**config.mk**
```make
export PLATFORM = sky130hd
export DESIGN_NAME = uart_tx_arbiter
export DESIGN_NICKNAME = d
export VERILOG_FILES = /design/src/rtl/uart_tx_arbiter.sv
export SDC_FILE = /design/constraint.sdc
export NUM_CORES = 1
export LEC_CHECK = 0
export CORE_AREA = 2 2 67 69
export CTS_BUF_LIST = sky130_fd_sc_hd__clkbuf_16
export CTS_CLUSTER_SIZE = 40
export DETAILED_ROUTE_END_ITERATION = 8
export DIE_AREA = 0 0 69 71
export DONT_BUFFER_PORTS = 1
export PLACE_DENSITY_LB_ADDON = 0.12
export SLEW_MARGIN = 15
export SYNTH_ARGS = -nofsm -noshare
export SYNTH_HDL_FRONTEND = slang
export SYNTH_SLANG_ARGS = --single-unit
export TNS_END_PERCENT = 100
```
**constraint.sdc**
```tcl
create_clock -name clk -period 3.9 [get_ports clk]
set_input_delay 0.39 -clock clk [delete_from_list [all_inputs] [get_ports clk]]
set_output_delay 0.39 -clock clk [all_outputs]
set_load 0.02 [all_outputs]
```
**src/rtl/uart_tx_arbiter.sv**
```systemverilog
//------------------------------------------------------------------------------
// uart_tx_arbiter
//
// Purpose:
//   Shares a single byte-level uart_tx (TxD_start / TxD_data / TxD_busy
//   handshake) between NUM_REQ packet sources. Ownership is granted
//   round-robin per packet. The grant is held from the first byte of a packet
//   until the byte flagged "last" has left the transmitter. A granted source
//   that holds req low mid-packet for STALL_MAX cycles loses its grant.
//
// Parameters:
//   NUM_REQ     number of requesters (1..8)
//   STALL_MAX   cycles a granted requester may hold req low before abort
//   GAP_CYCLES  idle cycles forced after each packet (gap feature only)
//
// Optional feature (compile-time macro):
//   UART_ARB_GAP_EN  when defined, every completed packet is followed by
//                    GAP_CYCLES cycles with grant=0 and requests ignored.
//                    This gives the receiver a line-idle packet delimiter.
//                    When undefined, packets may follow back to back.
//
// Ports:
//   clk        in   system clock
//   rst_n      in   synchronous reset, active-low
//   req        in   [NUM_REQ]    per-requester "byte valid"
//   req_data   in   [8*NUM_REQ]  byte of requester i at [8*i+7:8*i]
//   req_last   in   [NUM_REQ]    presented byte is the last of its packet
//   req_ack    out  [NUM_REQ]    1-cycle pulse: byte of requester i taken
//   grant      out  [NUM_REQ]    one-hot current owner, 0 when idle
//   abort      out  1-cycle pulse: grant dropped by stall timeout
//   tx_start   out  to uart_tx TxD_start
//   tx_data    out  [8] to uart_tx TxD_data
//   tx_busy    in   from uart_tx TxD_busy
//------------------------------------------------------------------------------
module uart_tx_arbiter #(
   parameter int NUM_REQ    = 2,
   parameter int STALL_MAX  = 1024,
   parameter int GAP_CYCLES = 64
) (
   input  logic                   clk,
   input  logic                   rst_n,
   input  logic [NUM_REQ-1:0]     req,
   input  logic [8*NUM_REQ-1:0]   req_data,
   input  logic [NUM_REQ-1:0]     req_last,
   output logic [NUM_REQ-1:0]     req_ack,
   output logic [NUM_REQ-1:0]     grant,
   output logic                   abort,
   output logic                   tx_start,
   output logic [7:0]             tx_data,
   input  logic                   tx_busy
);

   localparam int IDX_W   = (NUM_REQ > 1) ? $clog2(NUM_REQ) : 1;
   localparam int STALL_W = $clog2(STALL_MAX + 1);

   typedef enum logic [2:0] {
      S_IDLE,
      S_LOAD,
      S_WAIT_BUSY,
      S_WAIT_DONE
`ifdef UART_ARB_GAP_EN
      , S_GAP
`endif
   } state_t;

   state_t               state;
   logic [IDX_W-1:0]     rr;          // index of the most recent owner
   logic [IDX_W-1:0]     grant_idx;   // binary form of grant
   logic                 last_q;      // byte in flight closes the packet
   logic [STALL_W-1:0]   stall_cnt;

`ifdef UART_ARB_GAP_EN
   localparam int GAP_W = $clog2(GAP_CYCLES + 1);
   logic [GAP_W-1:0]     gap_cnt;
`else
   // GAP_CYCLES has no role without the gap feature; tie it off explicitly.
   logic                 unused_gap_cfg;
   assign unused_gap_cfg = (GAP_CYCLES > 0);
`endif

   //---------------------------------------------------------------------------
   // Round-robin pick: the first set req scanning rr+1, rr+2, ... (mod
   // NUM_REQ). Split into "lowest index above rr" and "lowest index overall";
   // the first wins when present, otherwise the search has wrapped around.
   //---------------------------------------------------------------------------
   logic                 hi_found;
   logic [IDX_W-1:0]     hi_idx;
   logic                 lo_found;
   logic [IDX_W-1:0]     lo_idx;
   logic                 pick_valid;
   logic [IDX_W-1:0]     pick_idx;
   logic [NUM_REQ-1:0]   pick_onehot;

   always_comb begin
      // NOTE: every signal assigned here gets a default first, so no path
      // through the block can leave a value held and infer a latch.
      hi_found    = 1'b0;
      hi_idx      = '0;
      lo_found    = 1'b0;
      lo_idx      = '0;
      pick_onehot = '0;
      // Descending scan so the lowest qualifying index is written last.
      for (int i = NUM_REQ - 1; i >= 0; i--) begin
         if (req[i]) begin
            if (IDX_W'(i) > rr) begin
               hi_found = 1'b1;
               hi_idx   = IDX_W'(i);
            end
            lo_found = 1'b1;
            lo_idx   = IDX_W'(i);
         end
      end
      pick_valid = hi_found | lo_found;
      pick_idx   = hi_found ? hi_idx : lo_idx;
      for (int i = 0; i < NUM_REQ; i++) begin
         pick_onehot[i] = pick_valid && (IDX_W'(i) == pick_idx);
      end
   end

   //---------------------------------------------------------------------------
   // Owner's request lines, selected by the one-hot grant. Only the owner is
   // ever looked at, so other requesters may toggle freely.
   //---------------------------------------------------------------------------
   logic                 sel_req;
   logic                 sel_last;
   logic [7:0]           sel_data;

   always_comb begin
      sel_req  = 1'b0;
      sel_last = 1'b0;
      sel_data = '0;
      for (int i = 0; i < NUM_REQ; i++) begin
         if (grant[i]) begin
            sel_req  = req[i];
            sel_last = req_last[i];
            sel_data = req_data[8*i +: 8];
         end
      end
   end

   //---------------------------------------------------------------------------
   // Control FSM with registered outputs.
   //---------------------------------------------------------------------------
   always_ff @(posedge clk) begin
      if (!rst_n) begin
         state     <= S_IDLE;
         rr        <= IDX_W'(NUM_REQ - 1);  // requester 0 gets first priority
         grant_idx <= '0;
         grant     <= '0;
         req_ack   <= '0;
         abort     <= 1'b0;
         tx_start  <= 1'b0;
         tx_data   <= '0;
         last_q    <= 1'b0;
         stall_cnt <= '0;
`ifdef UART_ARB_GAP_EN
         gap_cnt   <= '0;
`endif
      end else begin
         // NOTE: sequential state uses non-blocking assignments only, so every
         // branch below reads pre-edge values and later defaults cannot race.
         req_ack <= '0;
         abort   <= 1'b0;

         case (state)
            S_IDLE: begin
               if (pick_valid) begin
                  grant     <= pick_onehot;
                  grant_idx <= pick_idx;
                  stall_cnt <= '0;
                  state     <= S_LOAD;
               end
            end

            S_LOAD: begin
               if (sel_req) begin
                  // A present byte never counts as a stall, even while the
                  // transmitter is still busy with a byte from before reset.
                  if (!tx_busy) begin
                     tx_data   <= sel_data;
                     tx_start  <= 1'b1;
                     req_ack   <= grant;
                     last_q    <= sel_last;
                     stall_cnt <= '0;
                     state     <= S_WAIT_BUSY;
                  end
               end else if (stall_cnt == STALL_W'(STALL_MAX - 1)) begin
                  // This is the STALL_MAX-th consecutive cycle without a byte.
                  abort     <= 1'b1;
                  grant     <= '0;
                  rr        <= grant_idx;
                  stall_cnt <= '0;
                  state     <= S_IDLE;
               end else begin
                  stall_cnt <= stall_cnt + STALL_W'(1);
               end
            end

            S_WAIT_BUSY: begin
               // uart_tx always accepts eventually, so there is no timeout.
               if (tx_busy) begin
                  tx_start <= 1'b0;
                  state    <= S_WAIT_DONE;
               end
            end

            S_WAIT_DONE: begin
               if (!tx_busy) begin
                  if (last_q) begin
                     rr    <= grant_idx;
                     grant <= '0;
`ifdef UART_ARB_GAP_EN
                     gap_cnt <= '0;
                     state   <= S_GAP;
`else
                     state   <= S_IDLE;
`endif
                  end else begin
                     state <= S_LOAD;
                  end
               end
            end

`ifdef UART_ARB_GAP_EN
            S_GAP: begin
               // Line stays idle for exactly GAP_CYCLES cycles in this state.
               if (gap_cnt == GAP_W'(GAP_CYCLES - 1)) begin
                  state <= S_IDLE;
               end else begin
                  gap_cnt <= gap_cnt + GAP_W'(1);
               end
            end
`endif

            default: begin
               grant    <= '0;
               tx_start <= 1'b0;
               state    <= S_IDLE;
            end
         endcase
      end
   end

endmodule

```
; ---- Word-level counts from Yosys, hierarchy flattened
; Index checks and enable logic that the tools add are counted.
[op_classes]
muxes = 45
order_cmp = 2
n_bitwise = 8
shifts = 0
addsub = 1
div_mod_pow = 0
reduce_logical = 15
mul = 0
eq_ne = 14
[ops]
columns = operator, n
row1 = 2-to-1 mux 11 bit, 4
row2 = 2-to-1 mux 1 bit, 23
row3 = one-hot mux 11 bit (2 select lines), 1
row4 = 2-to-1 mux 3 bit, 6
row5 = 2-to-1 mux 8 bit, 2
row6 = != test 2 bit (second input constant), 8
row7 = one-hot mux 3 bit (4 select lines), 1
row8 = adder 11 x 1 -> 11 bit (second input constant), 1
row9 = equality test 11 x 10 -> 1 bit (second input constant), 1
row10 = 2-to-1 mux 2 bit, 5
row11 = AND reduction 5 bit, 2
row12 = one-hot mux 2 bit (4 select lines), 1
row13 = inverter 1 bit, 7
row14 = equality test 3 x 2 -> 1 bit (second input constant), 2
row15 = != test 3 bit (second input constant), 2
row16 = AND reduction 3 bit, 2
row17 = AND reduction 6 bit, 1
row18 = AND reduction 4 bit, 1
row19 = nonzero test 2 bit, 2
row20 = OR reduction 4 bit, 1
row21 = equality test 3 x 1 -> 1 bit (second input constant), 1
row22 = logical NOT 3 bit, 1
row23 = one-hot mux 1 bit (3 select lines), 1
row24 = OR reduction 3 bit, 1
row25 = 6 further kinds, 8
[word_totals]
output_inout_bits = 14
rom_bits = 0
elab_cells = 95
ramBits = 0
latch_bits = 0
regBits = 31
input_bits = 23
n_memories = 0

; ---- Longest topological paths before layout
; Gate-level depths: netlist of run 1.
[logic_depth]
word_depth = 10
depth_mapped = 9
depth_no_buf = 6

; ---- Worst setup path before layout of run 1
; Ideal clock, no wire load.
[synth_path]
kind = reg2reg
startpoint = register state[1]
endpoint = register stall_cnt[5]
arrival_ns = 1.539
path_stages_with_launch = 10
period_less_slack_ns = 1.665
path_slack_ns = 2.235
setup_time_ns = 0.126
t_required_ns = 3.774
path_buffers = 3
path_cell_list = dfxtp_1 -> inv_1 -> ha_1 -> buf_2 -> and3_1 -> buf_4 -> and3_4 -> buf_6 -> a41oi_1 -> a31oi_1
[synth_between]
elab_chain_len = 3
elab_cells_between_ends = 7
cone_classes = 3 x eq/ne / 1 x mux / 3 x reduce/logical
[synth_lines]
columns = element, line_no
row1 = "start, declared", 66  ; state_t state;
row2 = "start signal, assigned", 146  ; state <= S_IDLE;
row3 = "start signal, assigned", 171  ; state <= S_LOAD;
row4 = "start signal, assigned", 185  ; state <= S_WAIT_BUSY;
row5 = equality test 3 x 1 -> 1 bit / logical NOT 3 bit (equally long branches), 165  ; case (state)
row6 = "!= test 3 bit (no line), or another cell as far along", n/a
row7 = AND reduction 3 bit (no line), n/a
row8 = "end signal, assigned", 195  ; stall_cnt <= stall_cnt + STALL_W'(1);
row9 = "end, declared", 70  ; logic [STALL_W-1:0] stall_cnt;
; Parallel ways exist; a longest one is shown, timed or not.
; A chain may end at the register's enable or synchronous reset.

; ---- Worst setup path after layout of run 1
[layout_path]
startpoint = register grant[1]
endpoint = register tx_data[0]
[layout_between]
elab_chain_len = 2
elab_cells_between_ends = 3
cone_classes = 2 x mux / 1 x reduce/logical
[layout_lines]
columns = element, line_no
row1 = "start, declared", 46  ; output logic [NUM_REQ-1:0] grant,
row2 = "start signal, assigned", 168  ; grant <= pick_onehot;
row3 = 2-to-1 mux 1 bit, 133  ; if (grant[i]) begin
row4 = AND reduction 3 bit (no line), n/a
row5 = "end signal, assigned", 180  ; tx_data <= sel_data;
row6 = "end, declared", 49  ; output logic [7:0] tx_data,
; Parallel ways exist; a longest one is shown, timed or not.

==> impl_metrics.xml, run 1 <==
<?xml version="1.0" encoding="UTF-8"?>
<metrics>
  <group name="cts">
    <metric name="clock_path_buffers" unit="">2</metric>
    <metric name="post_cts_resize_count" unit="">0</metric>
    <metric name="worstSkewPairLatency" unit="ns">0.27</metric>
    <metric name="cts-root-buf" unit="">sky130_fd_sc_hd__clkbuf_16</metric>
    <metric name="cts-hold-fix-buffers" unit="">0</metric>
    <metric name="clock_tree.htree_level_count" unit="">2</metric>
    <metric name="cts_tree" unit="">built</metric>
    <metric name="cts.sinks" unit="">30</metric>
    <metric name="cts_made_buffers" unit="">5</metric>
    <metric name="post_cts_setup_buffer_count" unit="">0</metric>
    <metric name="clk_pin_slew_worst_paths" unit="ns">0.05</metric>
  </group>
  <group name="sta">
    <metric name="final.setup.tns" unit="ns">0</metric>
    <metric name="maxSlewHeadroom" unit="">0.292</metric>
    <metric name="layout_skew" unit="ns">0.00419</metric>
    <metric name="whs" unit="ns">0.234</metric>
    <metric name="finalCriticalPeriod" unit="ns">2.42</metric>
    <metric name="achievable-frequency" unit="MHz">413</metric>
    <metric name="setup_viol_count_final" unit="">0</metric>
    <metric name="worstMarginPinSlew" unit="ns">1.06</metric>
    <metric name="timing.final.crit_share" unit="">0.620</metric>
    <metric name="grt_setup_unrepaired" unit="">false</metric>
    <metric name="final-hold-violation-count" unit="">0</metric>
    <metric name="slew_violations" unit="">0</metric>
  </group>
  <group name="floorplanning">
    <metric name="top_level_ports" unit="">37</metric>
    <metric name="die_height" unit="um">71</metric>
    <metric name="row_count" unit="">24</metric>
    <metric name="die_x" unit="um">69</metric>
    <metric name="starting_density_of_the_core" unit="">0.378</metric>
    <metric name="dieArea" unit="um2">4900</metric>
    <metric name="core_region_area" unit="um2">4200</metric>
  </group>
  <group name="setup_path">
    <metric name="cp-start-kind" unit="">register</metric>
    <metric name="worst-endpoint-arrival" unit="ns">2.58</metric>
    <metric name="crit_chain" unit="">nand2_1 &gt; and2_1 &gt; nor3b_2 &gt; nand2_1 &gt; o211a_1</metric>
    <metric name="setup.worst_path.class" unit="">register to register</metric>
    <metric name="timing.critical_path.fanout_max" unit="">20</metric>
    <metric name="cpMaxStageDelayCell" unit="">sky130_fd_sc_hd__nor3b_2</metric>
    <metric name="r2r_cells" unit="">5</metric>
    <metric name="worst_setup_path_end_kind" unit="">register</metric>
    <metric name="cp_data_required_time" unit="ns">4.06</metric>
    <metric name="crit_top_cell" unit="">sky130_fd_sc_hd__nand2_1</metric>
    <metric name="critical-path-max-stage-delay" unit="ns">0.86</metric>
  </group>
  <group name="worst_hold_path">
    <metric name="hold_path_depth" unit="">1</metric>
    <metric name="hold_class" unit="">input port to register</metric>
  </group>
  <group name="grt">
    <metric name="grt.overflow.total" unit="">0</metric>
    <metric name="grt_start_max_net_pins" unit="">31</metric>
    <metric name="gr-usage-all-layers" unit="">0.152</metric>
    <metric name="grt_pass1_vias" unit="">1315</metric>
    <metric name="antenna_violations_before_repair" unit="">0</metric>
    <metric name="grt_first_pass_wirelength" unit="um">5970</metric>
  </group>
  <group name="power_and_ir_drop">
    <metric name="cellPowerDensity" unit="nW/um2">645</metric>
    <metric name="power.ir.vdd_worst" unit="mV">0.251</metric>
    <metric name="power_leakage" unit="nW">0.753</metric>
  </group>
  <group name="logic_synthesis">
    <metric name="fraction_of_synthesized_cell_area_taken_by_the_top_area_cell_type" unit="">0.378</metric>
    <metric name="synth.cell_area" unit="um2">1590</metric>
    <metric name="synth_sequential_area_ratio" unit="">0.378</metric>
    <metric name="yosysUniqueCellTypes" unit="">47</metric>
    <metric name="yosys.cell_count.top_type" unit="">sky130_fd_sc_hd__nand2_1</metric>
    <metric name="synth_edf_count" unit="">0</metric>
    <metric name="dominantRegCellSynth" unit="">sky130_fd_sc_hd__dfxtp_1</metric>
    <metric name="postSynthAreaPerCell" unit="um2">8.88</metric>
    <metric name="synth.net_count" unit="">207</metric>
    <metric name="synth_seq_cells" unit="">30</metric>
    <metric name="synth_area_leaders" unit="">sky130_fd_sc_hd__dfxtp_1, sky130_fd_sc_hd__nand2_1, sky130_fd_sc_hd__o211a_1</metric>
    <metric name="most_frequent_cells_after_synthesis" unit="">sky130_fd_sc_hd__nand2_1, sky130_fd_sc_hd__dfxtp_1, sky130_fd_sc_hd__a31oi_1, sky130_fd_sc_hd__o211a_1, sky130_fd_sc_hd__a22oi_1</metric>
    <metric name="syn_inst" unit="">179</metric>
    <metric name="synth_top_area_cell" unit="">sky130_fd_sc_hd__dfxtp_1</metric>
    <metric name="ys.warnings.count" unit="">0</metric>
    <metric name="ys_async_sr_fraction" unit="">0</metric>
  </group>
  <group name="detailed_routing">
    <metric name="avgRoutedWirePerCell" unit="um">15.7</metric>
    <metric name="wirelength" unit="um">3560</metric>
    <metric name="drt_first_iter_violations" unit="">55</metric>
    <metric name="antenna_violating_nets_post_route" unit="">0</metric>
    <metric name="num_vias" unit="">1327</metric>
    <metric name="detail_route.vias_per_cell" unit="">5.85</metric>
    <metric name="detail_route.first_pass.iterations" unit="">5</metric>
    <metric name="number_of_remaining_drc_errors" unit="">0</metric>
  </group>
  <group name="status">
    <metric name="outcome" unit="">finished clean</metric>
  </group>
  <group name="cells_and_area">
    <metric name="multiInputGateArea" unit="um2">911</metric>
    <metric name="final_layout_size_suffix_gt1_frac" unit="">0.114</metric>
    <metric name="final_net_count" unit="">202</metric>
    <metric name="area_growth_syn_to_layout" unit="%">9.44</metric>
    <metric name="antenna_cells_inserted" unit="">0</metric>
    <metric name="area.sequential" unit="um2">601</metric>
    <metric name="fillCellCount" unit="">436</metric>
  </group>
  <group name="place">
    <metric name="detailed_place_hpwl" unit="um">2550</metric>
    <metric name="gp_congestion" unit="">0.721</metric>
    <metric name="i_o_buffers" unit="">0</metric>
  </group>
  <group name="flow_run">
    <metric name="maxCapViolations" unit="">0</metric>
  </group>
</metrics>
layout by cell type (no fill, tap or decap), types with 2 or more instances in the layout:
master	netlist	layout
sky130_fd_sc_hd__nor2b_1	4	4
sky130_fd_sc_hd__a21oi_1	4	4
sky130_fd_sc_hd__o21ai_0	4	4
sky130_fd_sc_hd__o211a_1	10	10
sky130_fd_sc_hd__mux2i_1	2	2
sky130_fd_sc_hd__ha_1	5	5
sky130_fd_sc_hd__inv_1	6	6
sky130_fd_sc_hd__o221a_2	3	3
sky130_fd_sc_hd__a22oi_1	9	9
sky130_fd_sc_hd__a31oi_1	10	10
sky130_fd_sc_hd__and2_1	2	2
sky130_fd_sc_hd__nand2b_1	4	4
sky130_fd_sc_hd__nand2_1	34	34
sky130_fd_sc_hd__nand3_1	7	7
sky130_fd_sc_hd__and3_1	4	4
sky130_fd_sc_hd__nor3b_2	1	2
sky130_fd_sc_hd__clkbuf_16	0	5
sky130_fd_sc_hd__dfxtp_1	30	30
sky130_fd_sc_hd__nor2_1	2	2
sky130_fd_sc_hd__nor3_1	2	2
sky130_fd_sc_hd__nand4_1	2	2
worst max-delay path, delay by kind of cell, from the launching register on:
family             cells  cell delay (ns)
and+or+nand+nor        4             1.43
AOI/OAI and AO/OA      1             0.17
DFF                    1             0.71
area by class of cell:
| type | instances | share of cell area |
|---|---|---|
| clock inverter | 3 | 0.00935 |
| inverter | 6 | 0.0129 |
| multi-input combinational | 131 | 0.523 |
| sequential | 30 | 0.345 |
| tap | 52 | 0.0374 |
| clock buffer | 5 | 0.0719 |
logic make-up after synthesis:
group	Yosys count	synth area share
AO/OA/AOI/OAI	53	0.276
multiplexers	2	0.0126
buffers and inverters	18	0.0527
flip-flops	30	0.378
adder cells (fa/ha/maj)	5	0.0393
AND/OR/NAND/NOR	71	0.242
path summary, 6_finish.rpt:
path	from	endpoint	slack, ns
hold reg to reg	stall_cnt[10]$_SDFFE_PN0P_	stall_cnt[10]$_SDFFE_PN0P_	0.44
setup reg to reg	grant[1]$_SDFFE_PN0P_	tx_data[0]$_SDFFE_PN0P_	1.48
setup / recovery	grant[1]$_SDFFE_PN0P_	tx_data[0]$_SDFFE_PN0P_	1.48
hold / removal	rst_n	rr$_SDFFE_PN1P_	0.23
registers in the layout, summed over array words and instances, names as in the netlist:
register and cells:
abort 1, last_q 1, rr 1, req_ack 2, grant 2, stall_cnt 11, tx_data 8, grant_idx 1
tx_start 1, state 2
report_power, final:
group	internal, mW	switching (mW)
Sequential	0.337	0.0487
Combinational	0.147	0.224
Clock	0.232	0.133
Total	0.717	0.406
per-layer routing:
layer	global-route usage	wire length [um]	up-vias
met3	0.0541	161	5
li1	-	-	658
met1	0.166	1530	638
met4	0.0675	53	0
met5	0	0	-
met2	0.265	1820	26
through the flow:
stage	worst slack, ns	std cells	total power, mW	instance area (um2)	util
2_1_floorplan	2.24	179	0.710	1590	-
3_3_place_gp	1.59	219	0.751	1600	0.380
3_5_place_dp	1.46	219	0.763	1600	0.380
4_1_cts	1.47	227	1.13	1740	0.414
5_1_grt	1.14	227	1.19	1740	0.414
6_report	1.48	227	1.12	1740	0.414
Power figures use the tool's default switching activity.
==> run 2: changes to the inputs <==
==> constraint.sdc (replaced) <==
create_clock -name clk -period 2.1 [get_ports clk]
set_input_delay 0.21 -clock clk [delete_from_list [all_inputs] [get_ports clk]]
set_output_delay 0.21 -clock clk [all_outputs]
set_load 0.02 [all_outputs]
==> impl_metrics.xml, run 2 (synthesis gave the netlist of run 1 again) <==
<?xml version="1.0" encoding="UTF-8"?>
<metrics>
  <group name="detailed_routing">
    <metric name="maxUsedRoutingLayer" unit="">met4</metric>
    <metric name="routed-wl-met3" unit="um">198</metric>
    <metric name="met2RoutedLength" unit="um">1720</metric>
    <metric name="drt-met1-wl" unit="um">1550</metric>
    <metric name="wirelength" unit="um">3530</metric>
    <metric name="num_vias" unit="">1346</metric>
    <metric name="number_of_remaining_drc_errors" unit="">0</metric>
    <metric name="detail_route.vias_per_cell" unit="">5.85</metric>
    <metric name="detail_route.first_pass.iterations" unit="">4</metric>
    <metric name="avgRoutedWirePerCell" unit="um">15.3</metric>
    <metric name="antenna_violating_nets_post_route" unit="">0</metric>
    <metric name="drt_first_iter_violations" unit="">78</metric>
  </group>
  <group name="cts">
    <metric name="cts_tree" unit="">built</metric>
    <metric name="cts-hold-fix-buffers" unit="">0</metric>
    <metric name="post_cts_resize_count" unit="">0</metric>
    <metric name="cts-root-buf" unit="">sky130_fd_sc_hd__clkbuf_16</metric>
    <metric name="clock_path_buffers" unit="">2</metric>
    <metric name="clk_pin_slew_worst_paths" unit="ns">0.05</metric>
    <metric name="clock_tree.htree_level_count" unit="">2</metric>
    <metric name="post_cts_setup_buffer_count" unit="">0</metric>
    <metric name="worstSkewPairLatency" unit="ns">0.27</metric>
    <metric name="cts_made_buffers" unit="">5</metric>
    <metric name="cts.sinks" unit="">30</metric>
  </group>
  <group name="cells_and_area">
    <metric name="regs_by_ff_count" unit="">stall_cnt: 11 flops, tx_data: 8 flops</metric>
    <metric name="max_flop_register" unit="">stall_cnt</metric>
    <metric name="largest_register_ff_count" unit="">11</metric>
    <metric name="fillCellCount" unit="">445</metric>
    <metric name="final_net_count" unit="">205</metric>
    <metric name="most-common-layout-cells" unit="">sky130_fd_sc_hd__nand2_1, sky130_fd_sc_hd__dfxtp_1, sky130_fd_sc_hd__a31oi_1, sky130_fd_sc_hd__o211a_1, sky130_fd_sc_hd__a22oi_1</metric>
    <metric name="layout.cells.most_common" unit="">sky130_fd_sc_hd__nand2_1</metric>
    <metric name="antenna_cells_inserted" unit="">0</metric>
    <metric name="final_layout_size_suffix_gt1_frac" unit="">0.124</metric>
    <metric name="area_growth_syn_to_layout" unit="%">10.6</metric>
    <metric name="final_core_density" unit="">0.418</metric>
  </group>
  <group name="sta">
    <metric name="setup_viol_count_final" unit="">0</metric>
    <metric name="timing.final.ws_setup" unit="ns">0.190</metric>
    <metric name="achievable-frequency" unit="MHz">524</metric>
    <metric name="whs" unit="ns">0.0502</metric>
    <metric name="final.setup.tns" unit="ns">0</metric>
    <metric name="grt_setup_unrepaired" unit="">false</metric>
    <metric name="layout_skew" unit="ns">0.000852</metric>
    <metric name="final-hold-violation-count" unit="">0</metric>
    <metric name="maxSlewHeadroom" unit="">0.600</metric>
    <metric name="timing.final.crit_share" unit="">0.910</metric>
    <metric name="slew_violations" unit="">0</metric>
    <metric name="worstMarginPinSlew" unit="ns">0.599</metric>
    <metric name="finalCriticalPeriod" unit="ns">1.91</metric>
  </group>
  <group name="floorplanning">
    <metric name="row_count" unit="">24</metric>
    <metric name="die_x" unit="um">69</metric>
    <metric name="top_level_ports" unit="">37</metric>
    <metric name="core_region_area" unit="um2">4200</metric>
    <metric name="dieArea" unit="um2">4900</metric>
    <metric name="starting_density_of_the_core" unit="">0.378</metric>
    <metric name="die_height" unit="um">71</metric>
  </group>
  <group name="setup_path">
    <metric name="r2r_cells" unit="">6</metric>
    <metric name="cp-start-kind" unit="">register</metric>
    <metric name="cp_data_required_time" unit="ns">2.29</metric>
    <metric name="setup.worst_path.class" unit="">register to register</metric>
    <metric name="worst_setup_path_end_kind" unit="">register</metric>
    <metric name="cpMaxStageDelayCell" unit="">sky130_fd_sc_hd__ha_1</metric>
    <metric name="family_of_cells_with_the_greatest_summed_delay_on_the_critical_path" unit="">simple AND/OR/NAND/NOR gates</metric>
    <metric name="worst-endpoint-arrival" unit="ns">2.10</metric>
    <metric name="critical-path-max-stage-delay" unit="ns">0.39</metric>
    <metric name="timing.critical_path.fanout_max" unit="">12</metric>
    <metric name="path_depth" unit="">6</metric>
    <metric name="crit_chain" unit="">inv_1 &gt; ha_1 &gt; and3_1 &gt; and3_4 &gt; nand2_2 &gt; o32ai_2</metric>
    <metric name="critical_path.n_buffers_inverters" unit="">1</metric>
  </group>
  <group name="grt">
    <metric name="gr-usage-all-layers" unit="">0.146</metric>
    <metric name="antenna_violations_before_repair" unit="">0</metric>
    <metric name="grt_start_max_net_pins" unit="">31</metric>
    <metric name="grt_first_pass_wirelength" unit="um">5760</metric>
    <metric name="grt.overflow.total" unit="">0</metric>
    <metric name="grt_pass1_vias" unit="">1306</metric>
  </group>
  <group name="worst_hold_path">
    <metric name="hold_path_depth" unit="">1</metric>
    <metric name="hold_class" unit="">input port to register</metric>
  </group>
  <group name="flow_run">
    <metric name="maxCapViolations" unit="">0</metric>
  </group>
  <group name="power_and_ir_drop">
    <metric name="cellPowerDensity" unit="nW/um2">1190</metric>
    <metric name="total_power" unit="mW">2.08</metric>
    <metric name="power_leakage" unit="nW">0.775</metric>
    <metric name="power.ir.vdd_worst" unit="mV">0.510</metric>
  </group>
  <group name="place">
    <metric name="dp_worst_setup_slack" unit="ns">0.197</metric>
    <metric name="gp_congestion" unit="">0.793</metric>
    <metric name="detailed_place_hpwl" unit="um">2470</metric>
    <metric name="i_o_buffers" unit="">0</metric>
  </group>
  <group name="status">
    <metric name="outcome" unit="">finished clean</metric>
  </group>
</metrics>
## run 2: changes by cell type in the layout (fill, tap and decap cells not counted)
cell,before,now
sky130_fd_sc_hd__buf_4,0,3
sky130_fd_sc_hd__inv_1,6,7
sky130_fd_sc_hd__clkinvlp_4,1,0
## run 2: metrics by stage
step / instance area (um2) / std cells
2_1_floorplan: 1590 / 179
3_3_place_gp: 1620 / 222
3_5_place_dp: 1620 / 222
4_1_cts: 1760 / 230
5_1_grt: 1760 / 230
6_report: 1760 / 230
## run 2: worst paths after layout
kind / endpoint / slack (ns) / from
min reg2reg: stall_cnt[10]$_SDFFE_PN0P_ / 0.44 / stall_cnt[10]$_SDFFE_PN0P_
max reg2reg: stall_cnt[6]$_SDFFE_PN0P_ / 0.19 / state[1]$_SDFFE_PN0P_
min: rr$_SDFFE_PN1P_ / 0.05 / rst_n
max: stall_cnt[6]$_SDFFE_PN0P_ / 0.19 / state[1]$_SDFFE_PN0P_
## run 2: final cells by class
type	instances	area (um2)	area share
clock buffer	5	125	0.0711
clock inverter	3	12.5	0.00711
inverter	6	22.5	0.0128
multi-input combinational	131	911	0.518
sequential	30	601	0.341
tap	52	65.1	0.0370
timing repair buffer	3	22.5	0.0128
## run 2: per-layer routing
layer,track usage,vias up
li1,-,659
met1,0.166,642
met2,0.250,39
met3,0.0427,6
met4,0.0741,0
met5,0,-
## run 2: report_power, final
group | switching (mW) | leakage (nW) | internal (mW) | total [mW]
Combinational | 0.443 | 0.460 | 0.289 | 0.732
Clock | 0.244 | 0.0724 | 0.427 | 0.671
Sequential | 0.0555 | 0.243 | 0.626 | 0.682
